===== config.mk =====
export PLATFORM = sky130hd
export DESIGN_NAME = uart_tx_feeder_flat
export DESIGN_NICKNAME = d
export VERILOG_FILES = /design/src/rtl/uart_pkg.sv /design/src/rtl/uart_tx_feeder_if.sv /design/src/rtl/uart_sync_fifo.sv /design/src/rtl/uart_tx_feeder.sv /design/src/flat_wrapper.sv
export SDC_FILE = /design/constraint.sdc
export NUM_CORES = 1
export LEC_CHECK = 0
export CAP_MARGIN = 20
export CORE_ASPECT_RATIO = 1.1
export CORE_UTILIZATION = 25
export DETAILED_ROUTE_END_ITERATION = 10
export GPL_ROUTABILITY_DRIVEN = 0
export PLACE_DENSITY = 0.38
export SYNTH_ARGS = -nofsm -noshare
export SYNTH_HDL_FRONTEND = slang
export SYNTH_SLANG_ARGS = --single-unit

===== constraint.sdc =====
create_clock -name sys_clk -period 5.97 [get_ports sys_clk]
set_clock_uncertainty 0.05 [all_clocks]
set_input_delay 1.194 -clock sys_clk [delete_from_list [all_inputs] [get_ports sys_clk]]
set_output_delay 1.194 -clock sys_clk [all_outputs]
set_load 0.01 [all_outputs]

===== src/rtl/uart_pkg.sv =====
// Shared UART definitions: byte width and the feeder FSM state encoding.
package uart_pkg;

  localparam int UART_DATA_W = 8;

  typedef enum logic [2:0] {
    IDLE,
    LAUNCH,
    WAIT_BUSY,
    WAIT_DONE,
    GAP
  } feeder_state_t;

endpackage


===== src/rtl/uart_tx_feeder_if.sv =====
// Producer/serializer-facing signal bundle of uart_tx_feeder.
// slave = the feeder itself, master = producer plus uart_tx side.
interface uart_tx_feeder_if
  import uart_pkg::*;
#(
  parameter int DEPTH = 16
);
  logic                   wr_en;
  logic [UART_DATA_W-1:0] wr_data;
  logic                   flush;
  logic                   full;
  logic                   empty;
  logic [$clog2(DEPTH):0] level;
  logic                   tx_en;
  logic [UART_DATA_W-1:0] tx_din;
  logic                   tx_busy;
  logic                   busy_err;
  logic [15:0]            tx_count;

  modport slave (
    input  wr_en, wr_data, flush, tx_busy,
    output full, empty, level, tx_en, tx_din, busy_err, tx_count
  );

  modport master (
    output wr_en, wr_data, flush, tx_busy,
    input  full, empty, level, tx_en, tx_din, busy_err, tx_count
  );
endinterface


===== src/rtl/uart_sync_fifo.sv =====
// Single-clock FIFO with registered full/empty/level and synchronous flush.
// Used for the transmit queue; generic enough for the receive side too.
module uart_sync_fifo #(
  parameter int DEPTH = 16,
  parameter int WIDTH = 8
) (
  input  logic                   clk,
  input  logic                   rst,
  input  logic                   push,
  input  logic                   pop,
  input  logic                   flush,
  input  logic [WIDTH-1:0]       din,
  output logic [WIDTH-1:0]       dout,
  output logic                   full,
  output logic                   empty,
  output logic [$clog2(DEPTH):0] level
);
  localparam int AW = $clog2(DEPTH);
  localparam logic [AW:0] LVL_ONE  = (AW+1)'(1);
  localparam logic [AW:0] LVL_FULL = (AW+1)'(DEPTH);

  logic [WIDTH-1:0] mem_q [DEPTH];
  logic [AW-1:0]    wr_ptr_q, rd_ptr_q;
  logic [AW:0]      level_q, level_d;
  logic             full_q, empty_q;
  logic             do_push, do_pop;

  // Push is judged against the registered full flag, so a same-cycle pop never frees room.
  assign do_push = push && !full_q && !flush;
  assign do_pop  = pop && !empty_q;

  always_comb begin
    level_d = level_q;
    if (flush) begin
      level_d = '0;
    end else if (do_push && !do_pop) begin
      level_d = level_q + LVL_ONE;
    end else if (!do_push && do_pop) begin
      level_d = level_q - LVL_ONE;
    end
  end

  always_ff @(posedge clk) begin
    if (do_push) begin
      mem_q[wr_ptr_q] <= din;
    end
  end

  always_ff @(posedge clk or posedge rst) begin
    if (rst) begin
      wr_ptr_q <= '0;
      rd_ptr_q <= '0;
      level_q  <= '0;
      full_q   <= 1'b0;
      empty_q  <= 1'b1;
    end else begin
      if (flush) begin
        wr_ptr_q <= '0;
        rd_ptr_q <= '0;
      end else begin
        if (do_push) wr_ptr_q <= wr_ptr_q + 1'b1;
        if (do_pop)  rd_ptr_q <= rd_ptr_q + 1'b1;
      end
      level_q <= level_d;
      full_q  <= (level_d == LVL_FULL);
      empty_q <= (level_d == '0);
    end
  end

  assign dout  = mem_q[rd_ptr_q];
  assign full  = full_q;
  assign empty = empty_q;
  assign level = level_q;
endmodule


===== src/rtl/uart_tx_feeder.sv =====
// Queues producer bytes and launches them one at a time into uart_tx.
// Build option: define UART_TX_FEEDER_CNT_EN to include the tx_count launch counter.
module uart_tx_feeder
  import uart_pkg::*;
#(
  parameter int DEPTH        = 16,
  parameter int GAP_CYCLES   = 0,
  parameter int BUSY_TIMEOUT = 16
) (
  input  logic            sys_clk,
  input  logic            sys_rst,
  uart_tx_feeder_if.slave bus
);
  // One timer serves both WAIT_BUSY and GAP since those states never overlap.
  localparam int TMR_W = $clog2(BUSY_TIMEOUT + GAP_CYCLES + 2);
  localparam logic [TMR_W-1:0] TMO_LAST = TMR_W'(BUSY_TIMEOUT - 1);
  localparam logic [TMR_W-1:0] GAP_LAST = TMR_W'(GAP_CYCLES - 1);
  localparam logic [TMR_W-1:0] TMR_ONE  = TMR_W'(1);

  feeder_state_t          state_q, state_d;
  logic [TMR_W-1:0]       timer_q, timer_d;
  logic                   busy_err_q, busy_err_d;
  logic                   tx_en_q;
  logic [UART_DATA_W-1:0] tx_din_q;
  logic [UART_DATA_W-1:0] fifo_dout;
  logic                   fifo_empty;
  logic                   pop;

  uart_sync_fifo #(
    .DEPTH (DEPTH),
    .WIDTH (UART_DATA_W)
  ) u_fifo (
    .clk   (sys_clk),
    .rst   (sys_rst),
    .push  (bus.wr_en),
    .pop   (pop),
    .flush (bus.flush),
    .din   (bus.wr_data),
    .dout  (fifo_dout),
    .full  (bus.full),
    .empty (fifo_empty),
    .level (bus.level)
  );

  always_comb begin
    state_d    = state_q;
    timer_d    = '0;
    busy_err_d = busy_err_q;
    pop        = 1'b0;
    unique case (state_q)
      IDLE: begin
        if (!fifo_empty) state_d = LAUNCH;
      end
      LAUNCH: begin
        pop     = 1'b1;
        state_d = WAIT_BUSY;
      end
      WAIT_BUSY: begin
        if (bus.tx_busy) begin
          state_d = WAIT_DONE;
        end else if (timer_q == TMO_LAST) begin
          busy_err_d = 1'b1;
          state_d    = IDLE;
        end else begin
          timer_d = timer_q + TMR_ONE;
        end
      end
      WAIT_DONE: begin
        if (!bus.tx_busy) state_d = (GAP_CYCLES > 0) ? GAP : IDLE;
      end
      GAP: begin
        if (timer_q == GAP_LAST) state_d = IDLE;
        else                     timer_d = timer_q + TMR_ONE;
      end
      default: state_d = IDLE;
    endcase
  end

  // tx_en/tx_din are loaded on the edge entering LAUNCH so both are flop outputs.
  always_ff @(posedge sys_clk or posedge sys_rst) begin
    if (sys_rst) begin
      state_q    <= IDLE;
      timer_q    <= '0;
      busy_err_q <= 1'b0;
      tx_en_q    <= 1'b0;
      tx_din_q   <= '0;
    end else begin
      state_q    <= state_d;
      timer_q    <= timer_d;
      busy_err_q <= busy_err_d;
      tx_en_q    <= (state_d == LAUNCH);
      if (state_d == LAUNCH) tx_din_q <= fifo_dout;
    end
  end

`ifdef UART_TX_FEEDER_CNT_EN
  logic [15:0] tx_count_q;

  always_ff @(posedge sys_clk or posedge sys_rst) begin
    if (sys_rst)                 tx_count_q <= '0;
    else if (state_q == LAUNCH)  tx_count_q <= tx_count_q + 16'd1;
  end

  assign bus.tx_count = tx_count_q;
`else
  assign bus.tx_count = 16'h0000;
`endif

  assign bus.empty    = fifo_empty;
  assign bus.tx_en    = tx_en_q;
  assign bus.tx_din   = tx_din_q;
  assign bus.busy_err = busy_err_q;
endmodule


===== src/flat_wrapper.sv =====
// flat-port wrapper written by rule: the top's interface ports become plain ports
module uart_tx_feeder_flat import uart_pkg::*;
#(
  parameter int DEPTH        = 16,
  parameter int GAP_CYCLES   = 0,
  parameter int BUSY_TIMEOUT = 16
)
  (sys_clk, sys_rst, bus_wr_en, bus_wr_data, bus_flush, bus_tx_busy, bus_full, bus_empty, bus_level, bus_tx_en, bus_tx_din, bus_busy_err, bus_tx_count);
  uart_tx_feeder_if #(.DEPTH(DEPTH)) bus_i ();
  input  logic sys_clk;
  input  logic sys_rst;
  input wire logic [$bits(bus_i.wr_en)-1:0] bus_wr_en;
  input wire logic [$bits(bus_i.wr_data)-1:0] bus_wr_data;
  input wire logic [$bits(bus_i.flush)-1:0] bus_flush;
  input wire logic [$bits(bus_i.tx_busy)-1:0] bus_tx_busy;
  output wire logic [$bits(bus_i.full)-1:0] bus_full;
  output wire logic [$bits(bus_i.empty)-1:0] bus_empty;
  output wire logic [$bits(bus_i.level)-1:0] bus_level;
  output wire logic [$bits(bus_i.tx_en)-1:0] bus_tx_en;
  output wire logic [$bits(bus_i.tx_din)-1:0] bus_tx_din;
  output wire logic [$bits(bus_i.busy_err)-1:0] bus_busy_err;
  output wire logic [$bits(bus_i.tx_count)-1:0] bus_tx_count;
  assign bus_i.wr_en = bus_wr_en;
  assign bus_i.wr_data = bus_wr_data;
  assign bus_i.flush = bus_flush;
  assign bus_i.tx_busy = bus_tx_busy;
  assign bus_full = bus_i.full;
  assign bus_empty = bus_i.empty;
  assign bus_level = bus_i.level;
  assign bus_tx_en = bus_i.tx_en;
  assign bus_tx_din = bus_i.tx_din;
  assign bus_busy_err = bus_i.busy_err;
  assign bus_tx_count = bus_i.tx_count;
  uart_tx_feeder #(.DEPTH(DEPTH), .GAP_CYCLES(GAP_CYCLES), .BUSY_TIMEOUT(BUSY_TIMEOUT)) u_core (.sys_clk(sys_clk), .sys_rst(sys_rst), .bus(bus_i));
endmodule

== Word level (Yosys, flattened, before mapping) ==
Memory sizes are Yosys's and may differ from the RTL's. A register that Yosys moved wholly into a read port is not among the register bits.
Cells that the tools add are included.
Widths: inputs -> output; s select.
Word-level totals
  bits in registers: 25
  bits in writable memories: 128
  input port bits: 13
  output and inout bits: 33
  word-level logic and storage cells: 59
  memories: 1
Cells by class
  $add $sub $neg: 5
  eq/ne operators: 8
  muxes and demuxes: 20
  bitwise operators: 1
  reductions and logical operators: 15
Memories
  u_core.u_fifo.mem_q: words 16, bits a word 8, rd ports 1, clocked after Yosys merged registers in 1, write ports 1, RTL line uart_sync_fifo.sv:22  | logic [WIDTH-1:0] mem_q [DEPTH];
Operators with widths (count)
  $mux 5: 6
  $mux 4: 4
  $mux 3: 5
  $pmux 3 s5: 1
  $add 5x1->5 const B: 2
  $eq 5x5->1 const B: 2
  $pmux 5 s2: 1
  $add 4x1->4 const B: 2
  $eq 3x1->1 const B: 2
  $eq 3x2->1 const B: 2
  $eq 5x4->1 const B: 1
  $logic_and 1x1->1: 5
  $logic_not 1->1: 5
  $logic_not 5->1: 1
  $sub 5x1->5 const B: 1
  $reduce_bool 2->1: 2
  $eq 3x3->1 const B: 1
  $logic_not 3->1: 1
  $mux 1: 3
  $reduce_and 3->1: 1
  $not 1->1: 1

== Longest topological paths before layout ==
Gate-level depths: netlist of run 1.
  depth after elaboration: 9
  mapped depth: 8
  depth with buffers taken out: 7

== By module ==
Synthesis of run 1 repeated with hierarchy kept, for this count alone.
Unflattened totals
  cell total of the unflattened synthesis: 371
  area total of the unflattened synthesis: 6775.2 um^2
Modules (own cells, without submodules)
  uart_sync_fifo: times used 1, cells each 296, area an instance 5893.2 um^2, seq. area each 4220.3 um^2
  uart_tx_feeder: times used 1, cells each 75, area an instance 882.1 um^2, seq. area each 450.4 um^2

== Worst setup path after synthesis of run 1 ==
OpenSTA, ideal clock, no wires.
  kind: input-to-reg
  from: input bus_wr_en
  to: memory u_core.u_fifo.mem_q[15][0], enable pin
  library setup time: 332 ps
  data arrival time: 2184 ps
  data required time: 5588 ps
  path slack: 3404 ps
  cell stages on the path: 4
  buffers on the path: 1
  cell sequence: and2b_2 clkbuf_1 and4b_1 and2_1
On the way
  cells in the longest elaborated chain, start to end: 4
Ends and longest elaborated chain
  from (decl): RTL line flat_wrapper.sv:12  | input wire logic [$bits(bus_i.wr_en)-1:0] bus_wr_en;
  $logic_and 1x1->1 (2 in a row): RTL line uart_sync_fifo.sv:29  | assign do_push = push && !full_q && !flush;
  $mux 1: RTL line uart_sync_fifo.sv:44  | if (do_push) begin
  $mux 1 (implied by the code): RTL line uart_sync_fifo.sv:45  | mem_q[wr_ptr_q] <= din;
  to (decl): RTL line uart_sync_fifo.sv:22
Every way passes these cells.

== Worst setup path after layout of run 1 ==
  from: input bus_wr_en
  to: memory u_core.u_fifo.mem_q[4][3], enable pin
Same word-level chain as after synthesis.

==> out/qor.txt, run 1 <==
Multiplexer area fraction after synthesis: 0.133
Initial Utilization: 0.256
CTS tree: done
Synth Area per Inst: 17.2 µm²
CP Class: in -> reg
Area grow syn2layout: 17.8%
Async set-reset flop share out of synthesis: 0.205
Slew headroom: 0.418
Worst r2r dst: u_core.u_fifo.mem_q[4][3]$_DFFE_PP_
Slew Viols, Final: 0
Seq cells post-synth: 161
Ant. Diodes: 0
Root Buffer: clkbuf_16
CP max stage delay: 0.78 ns
Final wirelength: 15.3 mm
Total number of vias: 3382
CORE AREA: 26300 µm²
Final hold viol count: 0
Routed Antenna Nets: 0
Crit path depth: 4
Post-CTS Setup Bufs: 0
Setup crit start: bus_wr_en
Critical Path Start Type: primary input
Worst Tran Pin Value: 0.862 ns
Setup violators final: 0
Max Freq: 325 MHz
Reg2reg path depth: 3
Overall routing resource usage: 0.119
VDD IR-drop max: 0.000164 V
XOR/XNOR Fraction of Synth Area: 0.0143
YS warnings: 0
Outcome: complete, no violations
Clk buf depth: 2
Hold Path Origin: u_core.timer_q[0]$_DFF_PP0_
Crit path required time: 6.02 ns
# port buffers: 29
Final core utilization: 0.302
Post-route setup TNS: 0 ns
Number of global-route vias before repair: 3401
FILL cells: 2570
# Max-Cap Violations: 0
Final min period: 3.07 ns
First-pass GRT wire length: 22.7 mm
EDFF count, synth: 128
Core Rows: 62
I/O pin total: 46
Post-synthesis sequential area ratio: 0.693
Clk Latency, worst-skew pair: 0.43 ns
WL per Instance: 19.3 µm
Worst flop-to-flop path startpoint: u_core.u_fifo.full$_DFF_PP0_
Critical Path End: u_core.u_fifo.mem_q[4][3]$_DFFE_PP_
Initial antenna violation count: 0
Die area: 27600 µm²
DRC viols: 0
Post-CTS sizing: 0
Post-Syn Instances: 392
CTS Hold Bufs: 0
Final net count: 452
CTS H-Tree Depth: 4
WP buf/inv: 1
Synthesized area: 6740 µm²
Netlist cell types: 48
Pleak: 2.65 nW
RSZ-0062 raised after global routing: no
Vias per cell: 4.26
Worst path arrival time: 3.12 ns
Ys flop type: edfxtp_1
Hold Crit Class: reg -> reg
Clock tree sinks: 161
Critical path capture point type: flip-flop
Main combinational cell family by area after synthesis: multiplexers
Num CTS Buffers: 17
Gr ovfl total: 0
Die Ht: 174 µm
Flop2flop setup slack: 3.66 ns
Die Wd: 159 µm
Max FO, Critical Path: 8
Final worst-path cycle share: 0.515
Drt pass-1 iters: 4
Slowest library cell on the worst path: nor4b_1
Share of layout cells above drive strength 1: 0.179
Pin count of the biggest net entering global routing: 36
Synth Area in Compound Gates: 0.0306
Adder-cell share of the synthesized area: 0.0204
Drt initial violations: 235
CP top delay family: simple AND/OR/NAND/NOR gates
Pwr Density: 334 nW/µm²
Dpl hpwl: 9.95 mm
Clk slew on worst S/H paths: 0.06 ns
Simple-gate share of the synthesized area: 0.0715
Critical Path, Cell by Cell: clkdlybuf4s50_1 -> nand2b_1 -> nor4b_1 -> and2_1
-- where the power goes --
part,leakage (nW),switching (mW),internal (mW)
Clock,0.268,0.463,0.581
Combinational,0.792,0.156,0.141
Sequential,1.59,0.0519,1.26
Total,2.65,0.672,1.98
-- sequential cells by signal, indices dropped and copies added, names as in the netlist --
| signal | flops |
|---|---|
| u_core.timer_q | 5 |
| u_core.u_fifo.level | 5 |
| u_core.u_fifo.full | 1 |
| u_core.bus.tx_en | 1 |
| u_core.state_q | 3 |
| u_core.u_fifo.empty | 1 |
| u_core.u_fifo.wr_ptr_q | 4 |
| u_core.u_fifo.mem_q | 128 |
| u_core.bus.busy_err | 1 |
| u_core.bus.tx_din | 8 |
| u_core.u_fifo.rd_ptr_q | 4 |
-- logic make-up (layout without fill, tap and decap cells) --
group | after synthesis | after routing
buffers and inverters | 43 | 77
flip-flops | 161 | 161
AND/OR/NAND/NOR | 84 | 84
XOR/XNOR | 11 | 11
adder cells (fa/ha/maj) | 11 | 11
multiplexers | 49 | 49
other | 1 | 16
AO/OA/AOI/OAI | 32 | 32
-- per-layer routing --
layer | GRT usage | wire length, µm | up-vias
met5 | 0 | 0 | -
met2 | 0.170 | 6880 | 105
met4 | 0.0341 | 141 | 0
met1 | 0.175 | 7600 | 1719
li1 | - | - | 1545
met3 | 0.0312 | 691 | 13
-- cell usage after synthesis (2+ instances only) --
| library cell | number | share of area |
|---|---|---|
| and2b_2 | 2 | 0.0026 |
| nand2_1 | 12 | 0.0067 |
| nor4_1 | 2 | 0.0019 |
| nand2b_1 | 2 | 0.0019 |
| nand3_1 | 2 | 0.0015 |
| mux4_2 | 32 | 0.11 |
| or2b_1 | 2 | 0.0022 |
| mux2i_1 | 16 | 0.024 |
| edfxtp_1 | 128 | 0.57 |
| buf_4 | 16 | 0.018 |
| and3_1 | 2 | 0.0019 |
| and2_1 | 16 | 0.015 |
| xor2_1 | 8 | 0.010 |
| a31oi_1 | 2 | 0.0019 |
| buf_2 | 3 | 0.0022 |
| xnor2_1 | 3 | 0.0039 |
| a211oi_1 | 2 | 0.0022 |
| clkbuf_1 | 10 | 0.0056 |
| nand4_1 | 2 | 0.0019 |
| nor4b_1 | 3 | 0.0039 |
| o21ai_0 | 10 | 0.0074 |
| nor3_1 | 2 | 0.0015 |
| a21oi_1 | 10 | 0.0074 |
| dfrtp_1 | 32 | 0.12 |
| nor2_1 | 28 | 0.016 |
| inv_1 | 11 | 0.0061 |
| ha_1 | 11 | 0.020 |
| buf_6 | 3 | 0.0050 |
-- layout by cell type (no fill, tap or decap), types with 12 or more instances in the layout --
master	instances
dfrtp_1	31
edfxtp_1	128
nor2_1	28
mux2i_1	16
clkdlybuf4s50_1	29
and2_1	16
nand2_1	12
conb_1	16
clkbuf_16	17
mux4_2	32
-- cell type report --
type / instances / area [µm²] / share of cell area
clock buffer: 19 / 433 / 0.0545
clock inverter: 13 / 126 / 0.0159
inverter: 11 / 41.3 / 0.00520
multi-input combinational: 203 / 1880 / 0.237
sequential: 161 / 4670 / 0.588
tap: 352 / 440 / 0.0555
timing repair buffer: 34 / 348 / 0.0438
-- worst reg2reg max path, delay by kind of cell, from the launching register on --
family           cells  cell delay (ns)
DFF                  1             0.39
and+or+nand+nor      3             1.54
-- how the worst min path moves through the flow --
stage / end / slack, ns / cells past startpoint
finish: u_core.timer_q[0]$_DFF_PP0_ / 0.42 / 1
global route: u_core.timer_q[0]$_DFF_PP0_ / 0.44 / 1
CTS: u_core.timer_q[0]$_DFF_PP0_ / 0.42 / 1
detailed placement: u_core.bus.busy_err$_DFFE_PP0P_ / 0.41 / 1
global placement: u_core.bus.busy_err$_DFFE_PP0P_ / 0.40 / 1
floorplan: u_core.timer_q[0]$_DFF_PP0_ / 0.38 / 1
-- metrics by stage --
stage | instance area [µm²] | power [mW] | worst slack (ns) | hold WS (ns) | std cells
3_3_place_gp | 7350 | 1.64 | 2.47 | 0.404 | 760
3_5_place_dp | 7350 | 1.64 | 2.46 | 0.412 | 760
5_1_grt | 7940 | 2.76 | 2.80 | 0.443 | 793
2_1_floorplan | 6800 | 1.50 | 3.40 | 0.383 | 407
4_1_cts | 7910 | 2.69 | 2.92 | 0.425 | 792
6_report | 7940 | 2.66 | 2.90 | 0.416 | 793
Note: power is estimated with default switching activity, not from simulation.
==> run 2: changes to the inputs <==
==> constraint.sdc (replaced) <==
create_clock -name sys_clk -period 3.2 [get_ports sys_clk]
set_clock_uncertainty 0.05 [all_clocks]
set_input_delay 0.64 -clock sys_clk [delete_from_list [all_inputs] [get_ports sys_clk]]
set_output_delay 0.64 -clock sys_clk [all_outputs]
set_load 0.01 [all_outputs]
==> run 2 against run 1 <==
  * Via count grew 1.6%
  * Combinational power rose by 90%
  * Die area unchanged
  * Hold slack worse by 0.0022 ns
  * Count of clock-buffer cells in the layout fell by 2
==> out/qor.txt, run 2 (synthesized netlist as in run 1, its figures left out) <==
Area of the multi-input gates: 1880 µm²
Overall routing resource usage: 0.121
Initial antenna violation count: 0
Pin count of the biggest net entering global routing: 36
Worst path arrival time: 1.53 ns
Slew headroom: 0.434
Die area: 27600 µm²
Clock tree sinks: 161
Hold Crit Class: reg -> reg
Clk buf depth: 2
Critical Path Start Type: flip-flop
Crit path required time: 2.51 ns
Max reg flops: 128
Initial Utilization: 0.256
Final WS setup: 0.979 ns
Post-CTS Setup Bufs: 0
Drt pass-1 iters: 4
Final net count: 458
Most frequent cells in the layout: edfxtp_1, mux4_2, dfrtp_1
Largest Register: u_core.u_fifo.mem_q
# Max-Cap Violations: 0
FILL cells: 2583
Core Rows: 62
Number of global-route vias before repair: 3572
Slowest library cell on the worst path: dfstp_2
CORE AREA: 26300 µm²
WP buf/inv: 1
Hold WS: 0.414 ns
FF+latch area: 4670 µm²
Place WS: 0.553 ns
Critical Path, Cell by Cell: clkdlybuf4s50_1
Dpl hpwl: 10.4 mm
Most common cell after layout, fill and taps aside: edfxtp_1
Vias per cell: 4.30
Root Buffer: clkbuf_16
Clk slew on worst S/H paths: 0.07 ns
RSZ-0062 raised after global routing: no
Max Freq: 450 MHz
Gr ovfl total: 0
DRC viols: 0
Total number of vias: 3437
First-pass GRT wire length: 23.8 mm
Final wirelength: 15.5 mm
Die Wd: 159 µm
Ant. Diodes: 0
Routed Antenna Nets: 0
Critical path capture point type: output port
Worst Tran Pin Value: 0.846 ns
Slew Viols, Final: 0
# port buffers: 29
CP Class: reg -> out
WL per Instance: 19.4 µm
Share of layout cells above drive strength 1: 0.192
Max FO, Critical Path: 4
Area grow syn2layout: 18.9%
Pwr Density: 635 nW/µm²
Drt initial violations: 245
VDD IR-drop max: 0.000255 V
Pleak: 2.70 nW
CP max stage delay: 0.57 ns
Post-route setup TNS: 0 ns
Final hold viol count: 0
Final Non-Filler Cells: 799
Num CTS Buffers: 17
Setup violators final: 0
Outcome: complete, no violations
CTS tree: done
Final worst-path cycle share: 0.694
CTS Hold Bufs: 0
I/O pin total: 46
Clk Latency, worst-skew pair: 0.42 ns
Final min period: 2.22 ns
Post-CTS sizing: 0
CP top delay family: flip-flops
Die Ht: 174 µm
CTS H-Tree Depth: 4
# placed instances: 767
[run 2: cell types whose count changed in the layout (fill, tap and decap cells not counted), sizes merged]
| cell | change |
|---|---|
| clkinvlp | -2 |
| bufinv | +1 |
| buf | +6 |
| clkbuf | -2 |
| inv | +3 |
[run 2: cell type report]
type,instances,area share
Sequential cell,161,0.583
Timing Repair Buffer,40,0.0481
Inverter,11,0.00515
Clock buffer,17,0.0531
Clock inverter,15,0.0214
Multi-Input combinational cell,203,0.234
Tap cell,352,0.0550
[run 2: path summary, 6_finish.rpt]
check | cells after the start | start | slack [ns] | end
min | 1 | u_core.timer_q[0]$_DFF_PP0_ | 0.41 | u_core.timer_q[0]$_DFF_PP0_
min reg2reg | 1 | u_core.timer_q[0]$_DFF_PP0_ | 0.41 | u_core.timer_q[0]$_DFF_PP0_
max | 1 | u_core.u_fifo.empty$_DFF_PP1_ | 0.98 | bus_empty
max in group asynchronous | 3 | sys_rst | 2.29 | u_core.u_fifo.rd_ptr_q[0]$_DFFE_PP0P_
min in group asynchronous | 3 | sys_rst | 0.49 | u_core.u_fifo.level[2]$_DFF_PP0_
max reg2reg | 5 | u_core.state_q[2]$_DFF_PP0_ | 1.04 | u_core.bus.tx_din[0]$_DFFE_PP0N_
[run 2: layer usage]
metal  GRT usage  vias up  share of wire
li1            -     1553              -
met1       0.172     1787           0.48
met2       0.186       85           0.47
met3      0.0292       12          0.042
met4      0.0288        0          0.010
met5           0        -              0
[run 2: through the flow]
| stage | power [mW] | instance area [µm²] | util |
|---|---|---|---|
| after global routing | 5.31 | 8010 | 0.305 |
| final | 5.09 | 8010 | 0.305 |
| after floorplan | 2.81 | 6800 | - |
| after detailed placement | 3.08 | 7420 | 0.282 |
| after CTS | 5.16 | 8010 | 0.305 |
| after global placement | 3.08 | 7420 | 0.282 |
[run 2: report_power, final]
group	switching, mW	internal, mW
clock network	0.890	1.18
registers	0.103	2.35
logic	0.292	0.271
==> run 3: changes to the inputs <==
==> constraint.sdc (replaced) <==
create_clock -name sys_clk -period 2.2 [get_ports sys_clk]
set_clock_uncertainty 0.05 [all_clocks]
set_input_delay 0.44 -clock sys_clk [delete_from_list [all_inputs] [get_ports sys_clk]]
set_output_delay 0.44 -clock sys_clk [all_outputs]
set_load 0.01 [all_outputs]
==> run 3 against run 2 <==
  * Routed wire length shrank 1.6%
  * Cell count increased by 3.6%
  * Clock power up 40%
  * Count of clock-buffer cells in the layout did not move
  * Worst setup slack worse by 0.84 ns
  * Largest cell class unchanged
  * Sequential share of layout area is 2.9 points lower
  * First-iteration DRC count down 1.2%
  * Global-route usage shrank 0.14 points
  * Via count up 2.5%
  * Sequential cell count is the same
==> out/qor.txt, run 3 (synthesized netlist as in run 1, its figures left out) <==
Outcome: complete, no violations
Final hold viol count: 0
Gr ovfl total: 0
WL per Instance: 18.4 µm
Num CTS Buffers: 17
Dpl hpwl: 10.0 mm
M1 GR Usage: 0.175
Drt pass-1 iters: 4
CTS Hold Bufs: 0
Clk Latency, worst-skew pair: 0.43 ns
Critical Path, Cell by Cell: or4b_4 -> and3_4 -> a31oi_4 -> mux2_4 -> and4_1
Critical path capture point type: flip-flop
Clk slew on worst S/H paths: 0.07 ns
Drt initial violations: 242
CTS tree: done
Final WS setup: 0.139 ns
Critical Path Start Type: flip-flop
Core Rows: 62
Slew Viols, Final: 0
Max reg flops: 128
Initial antenna violation count: 0
# Max-Cap Violations: 0
Vias per cell: 4.26
Worst Tran Pin Value: 0.732 ns
Area grow syn2layout: 25.1%
Root Buffer: clkbuf_16
Total number of vias: 3524
Routed Antenna Nets: 0
Post-CTS Setup Bufs: 0
Post-route setup TNS: 0 ns
Max Freq: 485 MHz
Most common cell after layout, fill and taps aside: edfxtp_1
Number of global-route vias before repair: 3630
Final net count: 487
Pleak: 2.88 nW
Final wirelength: 15.2 mm
M2 GR Usage: 0.172
Pwr Density: 869 nW/µm²
Final min period: 2.06 ns
Clk buf depth: 2
First-pass GRT wire length: 23.2 mm
Hold Crit Class: in -> async
Slowest library cell on the worst path: or4b_4
Setup violators final: 0
Crit path required time: 2.47 ns
Worst path arrival time: 2.33 ns
Largest Register: u_core.u_fifo.mem_q
Post-CTS sizing: 0
Met3 usage: 0.0319
Place WS: -0.0834 ns
Final Non-Filler Cells: 828
Most frequent cells in the layout: edfxtp_1, mux4_2, dfrtp_1
CTS H-Tree Depth: 4
DRC viols: 0
Gr busiest metal: met1
Die Ht: 174 µm
Max FO, Critical Path: 5
CP max stage delay: 0.60 ns
Slew headroom: 0.511
Overall routing resource usage: 0.120
VDD IR-drop max: 0.000403 V
CP Class: reg -> reg
Ant. Diodes: 0
# port buffers: 29
# placed instances: 796
CORE AREA: 26300 µm²
RSZ-0062 raised after global routing: no
I/O pin total: 46
Pin count of the biggest net entering global routing: 36
Final worst-path cycle share: 0.937
Die area: 27600 µm²
Share of layout cells above drive strength 1: 0.246
Clock tree sinks: 161
Initial Utilization: 0.256
Die Wd: 159 µm
[run 3: cell types whose count changed in the layout (fill, tap and decap cells not counted), sizes merged]
cell      previous run  this run
clkinvlp             0         2
bufinv               2         0
buf                 11        40
[run 3: area by class of cell]
class                   instances  area [µm²]
inverters                      11        41.3
flip-flops and latches        161        4670
repair buffers                 69         816
fillers                      2528       17900
clock inverters                15         161
well taps                     352         440
multi-input cells             203        1880
clock buffers                  17         425
[run 3: per-stage QoR]
step                       util  hold slack, ns  area (µm²)  power, mW
after floorplan               -           0.383        6800       4.08
after global routing      0.321           0.418        8430       7.67
after detailed placement  0.298           0.407        7850       4.51
final                     0.321           0.378        8430       7.33
after global placement    0.298           0.399        7850       4.51
after CTS                 0.321           0.382        8430       7.44
[run 3: final timing paths]
check | start | end | slack [ns] | cells past startpoint
worst max-delay path | u_core.state_q[2]$_DFF_PP0_ | u_core.u_fifo.full$_DFF_PP0_ | 0.14 | 5
worst min-delay path | sys_rst | u_core.state_q[1]$_DFF_PP0_ | 0.38 | 3
worst max register to register | u_core.state_q[2]$_DFF_PP0_ | u_core.u_fifo.full$_DFF_PP0_ | 0.14 | 5
worst min register to register | u_core.timer_q[0]$_DFF_PP0_ | u_core.timer_q[0]$_DFF_PP0_ | 0.41 | 1
max in group asynchronous | sys_rst | u_core.u_fifo.rd_ptr_q[0]$_DFFE_PP0P_ | 1.37 | 3
min in group sys_clk | u_core.timer_q[0]$_DFF_PP0_ | u_core.timer_q[0]$_DFF_PP0_ | 0.41 | 1
[run 3: power by group]
group	total, mW	internal [mW]	leakage (nW)	switching (mW)
registers	3.53	3.42	1.59	0.106
logic	0.900	0.443	1.02	0.457
clock network	2.90	1.52	0.281	1.38
total	7.33	5.38	2.88	1.94
[run 3: metal layers]
| metal | vias to the layer above | routed length [µm] |
|---|---|---|
| met5 | - | 0 |
| met4 | 0 | 217 |
| met3 | 13 | 655 |
| met2 | 88 | 6830 |
| met1 | 1805 | 7510 |
| li1 | 1618 | - |
[run 3: critical path: cells and delay by family, from the launching register on]
family,cells,cell delay (ns)
flops,1,0.42
compound gates,1,0.20
mux,1,0.33
simple gates,3,0.95
